===== config.mk =====
export PLATFORM = sky130hd
export DESIGN_NAME = hazard_control_unit
export DESIGN_NICKNAME = d
export VERILOG_FILES = /design/src/rtl/hazard_control_unit_pkg.sv /design/src/rtl/hcu_load_use_detect.sv /design/src/rtl/hazard_control_unit.sv
export SDC_FILE = /design/constraint.sdc
export NUM_CORES = 1
export LEC_CHECK = 0
export CORE_AREA = 2 2 68 70
export CTS_CLUSTER_DIAMETER = 100
export DETAILED_ROUTE_END_ITERATION = 10
export DIE_AREA = 0 0 70 72
export GPL_TIMING_DRIVEN = 1
export HOLD_SLACK_MARGIN = 0.03
export PLACE_DENSITY = 0.9
export SETUP_SLACK_MARGIN = 0.4
export SYNTH_ARGS = -nofsm -noshare
export SYNTH_HDL_FRONTEND = slang
export SYNTH_SLANG_ARGS = --single-unit

===== constraint.sdc =====
create_clock -name clock -period 3 [get_ports clock]
set_clock_uncertainty 0.1 [all_clocks]
set_input_delay 0.6 -clock clock [delete_from_list [all_inputs] [get_ports clock]]
set_output_delay 0.6 -clock clock [all_outputs]
set_load 0.05 [all_outputs]

===== src/rtl/hazard_control_unit_pkg.sv =====
// Shared types for the hazard control unit: the control bundle driven into the
// pipeline register bank, the FSM state encodings and the register-index width.
package hazard_control_unit_pkg;

    localparam int REG_ADDR_W = 5;
    localparam int EXCPT_W    = 3;

    // Stall/flush bundle consumed by the IF/ID, ID/EX, EX/MEM and MEM/WB registers.
    typedef struct packed {
        logic stall;
        logic stall_mul;
        logic takebranch;
        logic dcache_stall;
        logic load_use_stall;
    } control_signals_t;

    localparam control_signals_t CTRL_NONE = '0;

    typedef enum logic {
        MUL_IDLE = 1'b0,
        MUL_BUSY = 1'b1
    } mul_state_e;

    typedef enum logic {
        DC_IDLE = 1'b0,
        DC_WAIT = 1'b1
    } dc_state_e;

    // True when an ID source operand is actually read and names the given EX destination.
    function automatic logic src_matches(input logic                  use_src,
                                         input logic [REG_ADDR_W-1:0] src,
                                         input logic [REG_ADDR_W-1:0] dst);
        return use_src && (src == dst);
    endfunction

endpackage


===== src/rtl/hcu_load_use_detect.sv =====
// Load-use comparator: flags an ID instruction that needs the result of a load
// still sitting in EX. x0 is never a real dependency.
module hcu_load_use_detect
    import hazard_control_unit_pkg::*;
(
    input  logic [REG_ADDR_W-1:0] id_rs1,
    input  logic [REG_ADDR_W-1:0] id_rs2,
    input  logic                  id_use_rs1,
    input  logic                  id_use_rs2,
    input  logic [REG_ADDR_W-1:0] ex_rd,
    input  logic                  ex_is_load,
    output logic                  hazard
);

    logic rd_nonzero;

    assign rd_nonzero = (ex_rd != '0);

    // Raw hazard, before suppression by the longer stall sources.
    always_comb begin
        hazard = ex_is_load && rd_nonzero &&
                 (src_matches(id_use_rs1, id_rs1, ex_rd) ||
                  src_matches(id_use_rs2, id_rs2, ex_rd));
    end

endmodule


===== src/rtl/hazard_control_unit.sv =====
// Hazard control unit: merges load-use, multi-cycle MUL, D-cache miss and branch
// flush sources into one control bundle for the pipeline register bank, and
// counts stalled cycles in a saturating perf counter.
module hazard_control_unit
    import hazard_control_unit_pkg::*;
#(
    parameter int MUL_LATENCY = 4,
    parameter int PERF_W      = 32
) (
    input  logic                  clock,
    input  logic                  reset_n,
    input  logic [REG_ADDR_W-1:0] id_rs1,
    input  logic [REG_ADDR_W-1:0] id_rs2,
    input  logic                  id_use_rs1,
    input  logic                  id_use_rs2,
    input  logic [REG_ADDR_W-1:0] ex_rd,
    input  logic                  ex_is_load,
    input  logic                  ex_mul_start,
    input  logic                  ex_branch_taken,
    input  logic                  dcache_miss,
    input  logic                  dcache_fill_done,
    input  logic [EXCPT_W-1:0]    excpt_in,
    output control_signals_t      ctrl_signals,
    output logic                  pc_write_en,
    output logic [PERF_W-1:0]     stall_cycles
);

    // The counter holds MUL_LATENCY-2 at most; stall_mul spans MUL_LATENCY-1 cycles.
    localparam int                CNT_W        = (MUL_LATENCY > 2) ? $clog2(MUL_LATENCY - 1) : 1;
    localparam logic [CNT_W-1:0]  MUL_CNT_INIT = CNT_W'(MUL_LATENCY - 2);

    mul_state_e       mul_state, mul_state_next;
    logic [CNT_W-1:0] mul_cnt, mul_cnt_next;
    dc_state_e        dc_state, dc_state_next;
    logic             pending_branch, pending_branch_next;

    logic load_use_raw;
    logic excpt_active;
    logic stall_mul_int;
    logic dcache_stall_int;
    logic load_use_int;
    logic stall_int;
    logic takebranch_int;

    hcu_load_use_detect u_load_use (
        .id_rs1     (id_rs1),
        .id_rs2     (id_rs2),
        .id_use_rs1 (id_use_rs1),
        .id_use_rs2 (id_use_rs2),
        .ex_rd      (ex_rd),
        .ex_is_load (ex_is_load),
        .hazard     (load_use_raw)
    );

    assign excpt_active  = (excpt_in != '0);
    assign stall_mul_int = (mul_state == MUL_BUSY);

    // MUL occupancy FSM: next state and countdown; an exception aborts the multiply.
    always_comb begin
        // NOTE: every always_comb output gets a default first so no path can infer a latch.
        mul_state_next = mul_state;
        mul_cnt_next   = mul_cnt;
        if (excpt_active) begin
            mul_state_next = MUL_IDLE;
            mul_cnt_next   = '0;
        end else begin
            unique case (mul_state)
                MUL_IDLE: begin
                    if (ex_mul_start) begin
                        mul_state_next = MUL_BUSY;
                        mul_cnt_next   = MUL_CNT_INIT;
                    end
                end
                MUL_BUSY: begin
                    if (mul_cnt == '0) begin
                        mul_state_next = MUL_IDLE;
                    end else begin
                        mul_cnt_next = mul_cnt - CNT_W'(1);
                    end
                end
                default: mul_state_next = MUL_IDLE;
            endcase
        end
    end

    // D-cache wait FSM: stalls combinationally on a miss and releases on fill_done.
    // Exceptions do not touch it, so an outstanding refill always drains.
    always_comb begin
        dc_state_next    = dc_state;
        dcache_stall_int = 1'b0;
        unique case (dc_state)
            DC_IDLE: begin
                // A miss that fills in the same cycle behaves as a hit.
                if (dcache_miss && !dcache_fill_done) begin
                    dc_state_next    = DC_WAIT;
                    dcache_stall_int = 1'b1;
                end
            end
            DC_WAIT: begin
                if (dcache_fill_done) begin
                    dc_state_next = DC_IDLE;
                end else begin
                    dcache_stall_int = 1'b1;
                end
            end
            default: dc_state_next = DC_IDLE;
        endcase
    end

    // Stall merge and branch release; load-use is hidden behind the longer stalls.
    always_comb begin
        load_use_int   = load_use_raw && !stall_mul_int && !dcache_stall_int;
        stall_int      = stall_mul_int || dcache_stall_int || load_use_int;
        takebranch_int = (ex_branch_taken || pending_branch) && !stall_int;
    end

    // Pending-branch latch: remembers a taken branch that arrived during a stall.
    always_comb begin
        pending_branch_next = pending_branch;
        if (excpt_active) begin
            pending_branch_next = 1'b0;
        end else if (takebranch_int) begin
            pending_branch_next = 1'b0;
        end else if (ex_branch_taken && stall_int) begin
            pending_branch_next = 1'b1;
        end
    end

    // Output bundle: quiet during reset, fully suppressed during an exception.
    always_comb begin
        ctrl_signals = CTRL_NONE;
        pc_write_en  = 1'b1;
        if (reset_n) begin
            if (excpt_active) begin
                pc_write_en = 1'b0;
            end else begin
                ctrl_signals.stall          = stall_int;
                ctrl_signals.stall_mul      = stall_mul_int;
                ctrl_signals.takebranch     = takebranch_int;
                ctrl_signals.dcache_stall   = dcache_stall_int;
                ctrl_signals.load_use_stall = load_use_int;
                pc_write_en                 = !stall_int;
            end
        end
    end

    // State registers for both FSMs and the pending-branch latch.
    always_ff @(posedge clock or negedge reset_n) begin
        if (!reset_n) begin
            mul_state      <= MUL_IDLE;
            mul_cnt        <= '0;
            dc_state       <= DC_IDLE;
            pending_branch <= 1'b0;
        end else begin
            // NOTE: sequential state uses non-blocking assignments so every register samples pre-edge values.
            mul_state      <= mul_state_next;
            mul_cnt        <= mul_cnt_next;
            dc_state       <= dc_state_next;
            pending_branch <= pending_branch_next;
        end
    end

    // Saturating count of cycles in which the consumer sees stall asserted.
    always_ff @(posedge clock or negedge reset_n) begin
        if (!reset_n) begin
            stall_cycles <= '0;
        end else if (ctrl_signals.stall && (stall_cycles != '1)) begin
            stall_cycles <= stall_cycles + PERF_W'(1);
        end
    end

endmodule


==> run_results.csv, run 1 <==
group,metric,value,unit
run_status,outcome,"completed",
route,vias,1945,
floorplanning,core,4260,um^2
setup_path,worstPathRequired,2.30,ns
hold_path,hold_class,"in2async",
synth,yosysSeqAreaShare,44.8,%
route,avgRoutedWirePerCell,18.2,um
setup_path,path_class,"in2out",
placement,dpl_cell_area,2870,um^2
route,dr.pass1.iters,4,
final_layout,num_antenna_cells,0,
clock_network,cts_max_level,2,
route,viasPerCell,5.59,
setup_path,cpMostUsedCell,"buf_4",
global_route,grt_pass1_vias,1848,
global_route,grt_usage,22.5,%
timing,relSlewSlack,63.2,%
global_route,grt_first_pass_wirelength,8930,um
floorplanning,io_pins,65,
floorplanning,start_util,48.4,%
setup_path,r2r_setup_slack,0.76,ns
placement,io_buffers,64,
power,vdd_ir_drop_max,0.425,mV
clock_network,clk_pin_slew,0.07,ns
final_layout,syn2layout_area_growth,57.3,%
clock_network,cts_max_path_buffers,2,
floorplanning,placementRows,24,
timing,slew_viol_final,0,
setup_path,critical_path_buf_inv_count,6,
placement,dp_hpwl,3750,um
synth,synth_nets,232,
timing,fmaxAchievable,0.367,GHz
timing,setup_viol,0,
synth,ys_types,37,
power,powerDensity,377,nW/um^2
timing,fin_ws,0.273,ns
route,drt-initial-drc-count,127,
clock_network,clock_latency,0.29,ns
final_layout,mostFrequentLayoutCells,"clkdlybuf4s50_1 (39), dfrtp_1 (37), xor2_1 (28)",
synth,ys_ff_latch,37,
clock_network,cts_buffers,5,
timing,hold_viol,0,
setup_path,crit_fanout,2,
synth,synth-main-ff-cell,"dfrtp_1",
floorplanning,die_h,72,um
setup_path,crit_family,"buffers and inverters",
final_layout,drive_above_1_share,29.1,%
placement,place_congestion,0.791,
synth,synth_edf_count,0,
route,postRouteAntennaNets,0,
final_layout,final_nets,324,
global_route,antenna_found_initial,0,
floorplanning,die_x,70,um
final_layout,final_common_cell,"clkdlybuf4s50_1",
synth,yosys_warnings,0,
setup_path,r2r-end,"stall_cycles[1]",
placement,dp.cells,325,
timing,fin_crit,2.73,ns
setup_path,slowest_stage,"clkdlybuf4s50_1",
power,leakage,1.49,nW
synth,synthArstFlopShare,100,%
synth,syn_inst,203,
setup_path,path_cells,"clkdlybuf4s50_1 > nand2_2 > o22ai_4 > buf_4 > buf_4 > buf_4 > a21oi_2 > inv_1 > buf_6",
setup_path,startpoint_type,"primary input",
setup_path,reg2reg_from,"stall_cycles[14]",
global_route,grt_max_degree,36,
synth,synth_area,2060,um^2
route,wl,6340,um
setup_path,cp.arrival,2.03,ns
final_layout,final_area,3250,um^2
floorplanning,dieArea,5040,um^2
timing,fin_crit_sh,90.9,%
route,drc,0,
timing,tightestPinTransition,0.550,ns
placement,place_ws,-0.120,ns
job,cap_violations,0,
clock_network,cts_tree,"built",
clock_network,cts.sinks,37,
clock_network,root_buffer,"clkbuf_8",
final_layout,final_cells,348,
setup_path,cpPeakStageDelay,0.45,ns
setup_path,cp-end-kind,"primary output",
global_route,overflow,0,
power,power,1.22,mW
timing,rsz0062_at_grt,"true",
final_layout,nFillCells,254,
synth,avgSynthCellArea,10.2,um^2
setup_path,ff2ff_path_depth,6,
## cells in the mapped netlist (all sizes together), types with 2 or more instances
cell | number | area, um^2
dfrtp | 37 | 926
nand2 | 18 | 67.6
xor2 | 28 | 245
nand4 | 9 | 56.3
a21oi | 4 | 27.5
nor3 | 9 | 70.1
nand2b | 2 | 12.5
nand3 | 10 | 67.6
inv | 6 | 22.5
xnor2 | 14 | 123
nor4 | 6 | 52.6
and4 | 5 | 48.8
nor2 | 27 | 101
buf | 2 | 31.3
ha | 2 | 25.0
and2 | 2 | 12.5
and3 | 9 | 56.3
o21ai | 2 | 13.8
## metal layers
layer	global-route usage (%)	wire, um	vias up
met5	0	0	-
met4	7.05	91	0
met2	41.0	3450	79
met3	4.72	343	10
li1	-	-	889
met1	26.7	2460	967
## power breakdown
part           total [mW]  internal [mW]  leakage [nW]  switching, mW
Sequential          0.533          0.514         0.507         0.0193
Combinational       0.255          0.115         0.926          0.140
Clock               0.436          0.250        0.0554          0.186
## layout make-up
cell class / count / area [um^2] / share of cell area, %
clock buffer: 6 / 72.6 / 2.23
tap: 52 / 65.1 / 2.00
multi-input combinational: 160 / 1290 / 39.6
inverter: 6 / 22.5 / 0.693
timing repair buffer: 85 / 837 / 25.8
clock inverter: 2 / 38.8 / 1.19
sequential: 37 / 926 / 28.5
## stage by stage
step / utilization, % / hold WS [ns] / setup TNS, ns
6_report: 76.2 / 0.358 / 0
5_1_grt: 76.2 / 0.396 / 0
4_1_cts: 72.7 / 0.355 / 0
3_5_place_dp: 67.3 / 0.332 / -0.387
3_3_place_gp: 67.3 / 0.326 / -0.236
2_1_floorplan: - / 0.204 / 0
## flip-flops by register name (all words and copies together) (netlist names)
signal	cells
dc_state	1
mul_state	1
mul_cnt	2
stall_cycles	32
pending_branch	1
## repair_timing
action | 4_1_cts | 5_1_grt
resized for setup | 78 | 15
hold buffers | 1 | 0
pin swaps | 20 | 14
gates cloned | 0 | 2
setup endpoints to repair | 11 | 13
setup buffers | 7 | 5
endpoints found under the hold margin | 2 | 0
## worst max-delay path by stage
stage | startpoint | endpoint | cells past startpoint
detailed placement | ex_rd[4] | ctrl_signals[0] | 8
global placement | ex_rd[0] | ctrl_signals[2] | 7
global route | id_rs1[3] | ctrl_signals[4] | 10
finish | id_use_rs1 | ctrl_signals[4] | 9
floorplan | ex_rd[2] | ctrl_signals[0] | 5
CTS | ex_rd[2] | ctrl_signals[2] | 7
## kinds of logic after synthesis
| group | after synthesis | synth area share (%) |
|---|---|---|
| and+or+nand+nor | 102 | 28.5 |
| xor gates and xnor gates | 42 | 17.8 |
| DFF | 37 | 44.8 |
| AOI/OAI and AO/OA | 11 | 4.30 |
| buffers and inverters | 8 | 2.61 |
| adders and majority gates | 2 | 1.21 |
| muxes | 1 | 0.727 |
Power figures use the tool's default switching activity.
==> run 2: changes to the inputs <==
Settings changed: GPL_TIMING_DRIVEN 1 to 0.
==> run 2 against run 1 <==
Compared with the run above:
- combinational power down 11%
- flip-flop and latch count is the same
- largest power group unchanged
- critical path depth down 2
- global-route usage decreased by 0.38 points
- clock power fell by 26%
- non-clock buffer count shrank 5
- worst setup slack got worse by 0.011 ns
- register-to-register slack better by 0.18 ns
- total power down 11%
- utilization decreased by 5.1 points
- critical endpoint is now pc_write_en
==> run_results.csv, run 2 (synthesized netlist as in run 1, its figures left out) <==
group,metric,value,unit
timing,setup_viol,0,
final_layout,final_common_cell,"clkdlybuf4s50_1",
floorplanning,dieArea,5040,um^2
global_route,grt_usage,22.1,%
power,vdd_ir_drop_max,0.442,mV
setup_path,r2r-end,"stall_cycles[1]",
placement,dp_hpwl,3520,um
final_layout,syn2layout_area_growth,46.7,%
final_layout,mostFrequentLayoutCells,"clkdlybuf4s50_1 (38), dfrtp_1 (37), xor2_1 (28)",
placement,dpl_cell_area,2790,um^2
final_layout,final_area,3030,um^2
floorplanning,placementRows,24,
timing,tightestPinTransition,0.526,ns
route,dr.pass1.iters,4,
timing,fin_ws,0.262,ns
timing,slew_viol_final,0,
power,powerDensity,358,nW/um^2
floorplanning,die_h,72,um
global_route,overflow,0,
setup_path,cp-end-kind,"primary output",
placement,place_ws,-0.894,ns
floorplanning,core,4260,um^2
setup_path,path_class,"in2out",
setup_path,reg2reg_from,"stall_cycles[21]",
clock_network,cts_buffers,5,
floorplanning,start_util,48.4,%
setup_path,cp.arrival,2.04,ns
clock_network,cts_max_path_buffers,2,
setup_path,crit_fanout,3,
timing,hold_viol,0,
final_layout,num_antenna_cells,0,
timing,rsz0062_at_grt,"true",
power,leakage,1.41,nW
setup_path,ff2ff_path_depth,6,
final_layout,reg_top3,"stall_cycles (32), mul_cnt (2)",
route,viasPerCell,5.42,
run_status,outcome,"completed",
placement,io_buffers,64,
setup_path,startpoint_type,"primary input",
timing,final.setup.tns,0,ns
route,drc,0,
route,avgRoutedWirePerCell,16.1,um
power,power,1.08,mW
clock_network,clock_latency,0.29,ns
timing,fin_crit,2.74,ns
final_layout,final_nets,317,
route,postRouteAntennaNets,0,
timing,fin_crit_sh,91.3,%
global_route,grt_max_degree,41,
route,wl,5470,um
route,drt-initial-drc-count,76,
clock_network,clk_pin_slew,0.07,ns
final_layout,drive_above_1_share,22.6,%
floorplanning,die_x,70,um
final_layout,largest_reg_flops,32,
clock_network,cts.sinks,37,
timing,fmaxAchievable,0.365,GHz
setup_path,r2r_setup_slack,0.94,ns
clock_network,cts_tree,"built",
global_route,grt_pass1_vias,1807,
timing,relSlewSlack,64.8,%
floorplanning,io_pins,65,
route,vias,1837,
setup_path,worstPathRequired,2.30,ns
global_route,antenna_found_initial,0,
clock_network,cts_max_level,2,
hold_path,hold_class,"in2async",
job,cap_violations,0,
global_route,grt_first_pass_wirelength,8830,um
final_layout,nFillCells,316,
final_layout,regMostFlops,"stall_cycles",
placement,place_congestion,0.793,
clock_network,cts-hold-fix-buffers,0,
clock_network,root_buffer,"clkbuf_8",
-- run 2: changes by cell type in the layout (fill, tap and decap cells not counted), sizes merged, moves of 2 or more --
cell / delta
dlygate4sd2: +3
nand3: -2
buf: -13
clkdlybuf4s15: +7
-- run 2: power by group --
group          leakage (nW)  internal, mW  total (mW)  switching, mW
Combinational         0.865         0.102       0.227          0.126
Clock                0.0399         0.153       0.323          0.171
Sequential            0.507         0.514       0.533         0.0185
Total                  1.41         0.769        1.08          0.315
-- run 2: layout make-up --
type | instances | area (um^2) | area share (%)
multi-input combinational | 158 | 1180 | 38.9
timing repair buffer | 78 | 733 | 24.2
buffer | 2 | 31.3 | 1.03
inverter | 6 | 22.5 | 0.743
clock buffer | 5 | 68.8 | 2.27
clock inverter | 1 | 5.00 | 0.165
sequential | 37 | 926 | 30.6
tap | 52 | 65.1 | 2.15
-- run 2: repair_timing --
item	CTS	global route
cloned	0	0
setup endpoints to repair	16	6
endpoints found under the hold margin	0	0
pin swaps	20	9
resized for setup	89	5
setup buffers	12	2
-- run 2: metrics by stage --
step                cells  util, %  hold WS (ns)
floorplan             203        -         0.204
global placement      319     65.6         0.378
detailed placement    319     65.5         0.381
CTS                   337     70.2         0.191
global route          339     71.0         0.208
finish                339     71.0         0.174
-- run 2: critical path, stage by stage --
cell	delay [ns]
buf_8	0.09
or4_4	0.54
o21ai_4	0.19
nand2b_4	0.19
nand2_4	0.08
o21ai_4	0.16
buf_6	0.18
-- run 2: worst max-delay path by stage --
stage                         from              end  slack (ns)
after global routing      ex_rd[4]      pc_write_en        0.24
final                     ex_rd[4]      pc_write_en        0.26
after floorplan           ex_rd[2]  ctrl_signals[0]        0.20
after global placement     reset_n  ctrl_signals[4]       -1.90
after CTS                 ex_rd[4]      pc_write_en        0.31
after detailed placement  ex_rd[0]      pc_write_en       -0.89
-- run 2: routing by layer --
layer | routed length [um] | track usage [%]
met4 | 77 | 6.62
met1 | 2290 | 29.2
met2 | 2780 | 36.3
met3 | 317 | 5.56
met5 | 0 | 0
==> run 3: changes to the inputs <==
Settings changed: SLEW_MARGIN from default to 0.
==> results of run 3 <==
No change in the layout: final DEF, timing and power equal those of run 2.
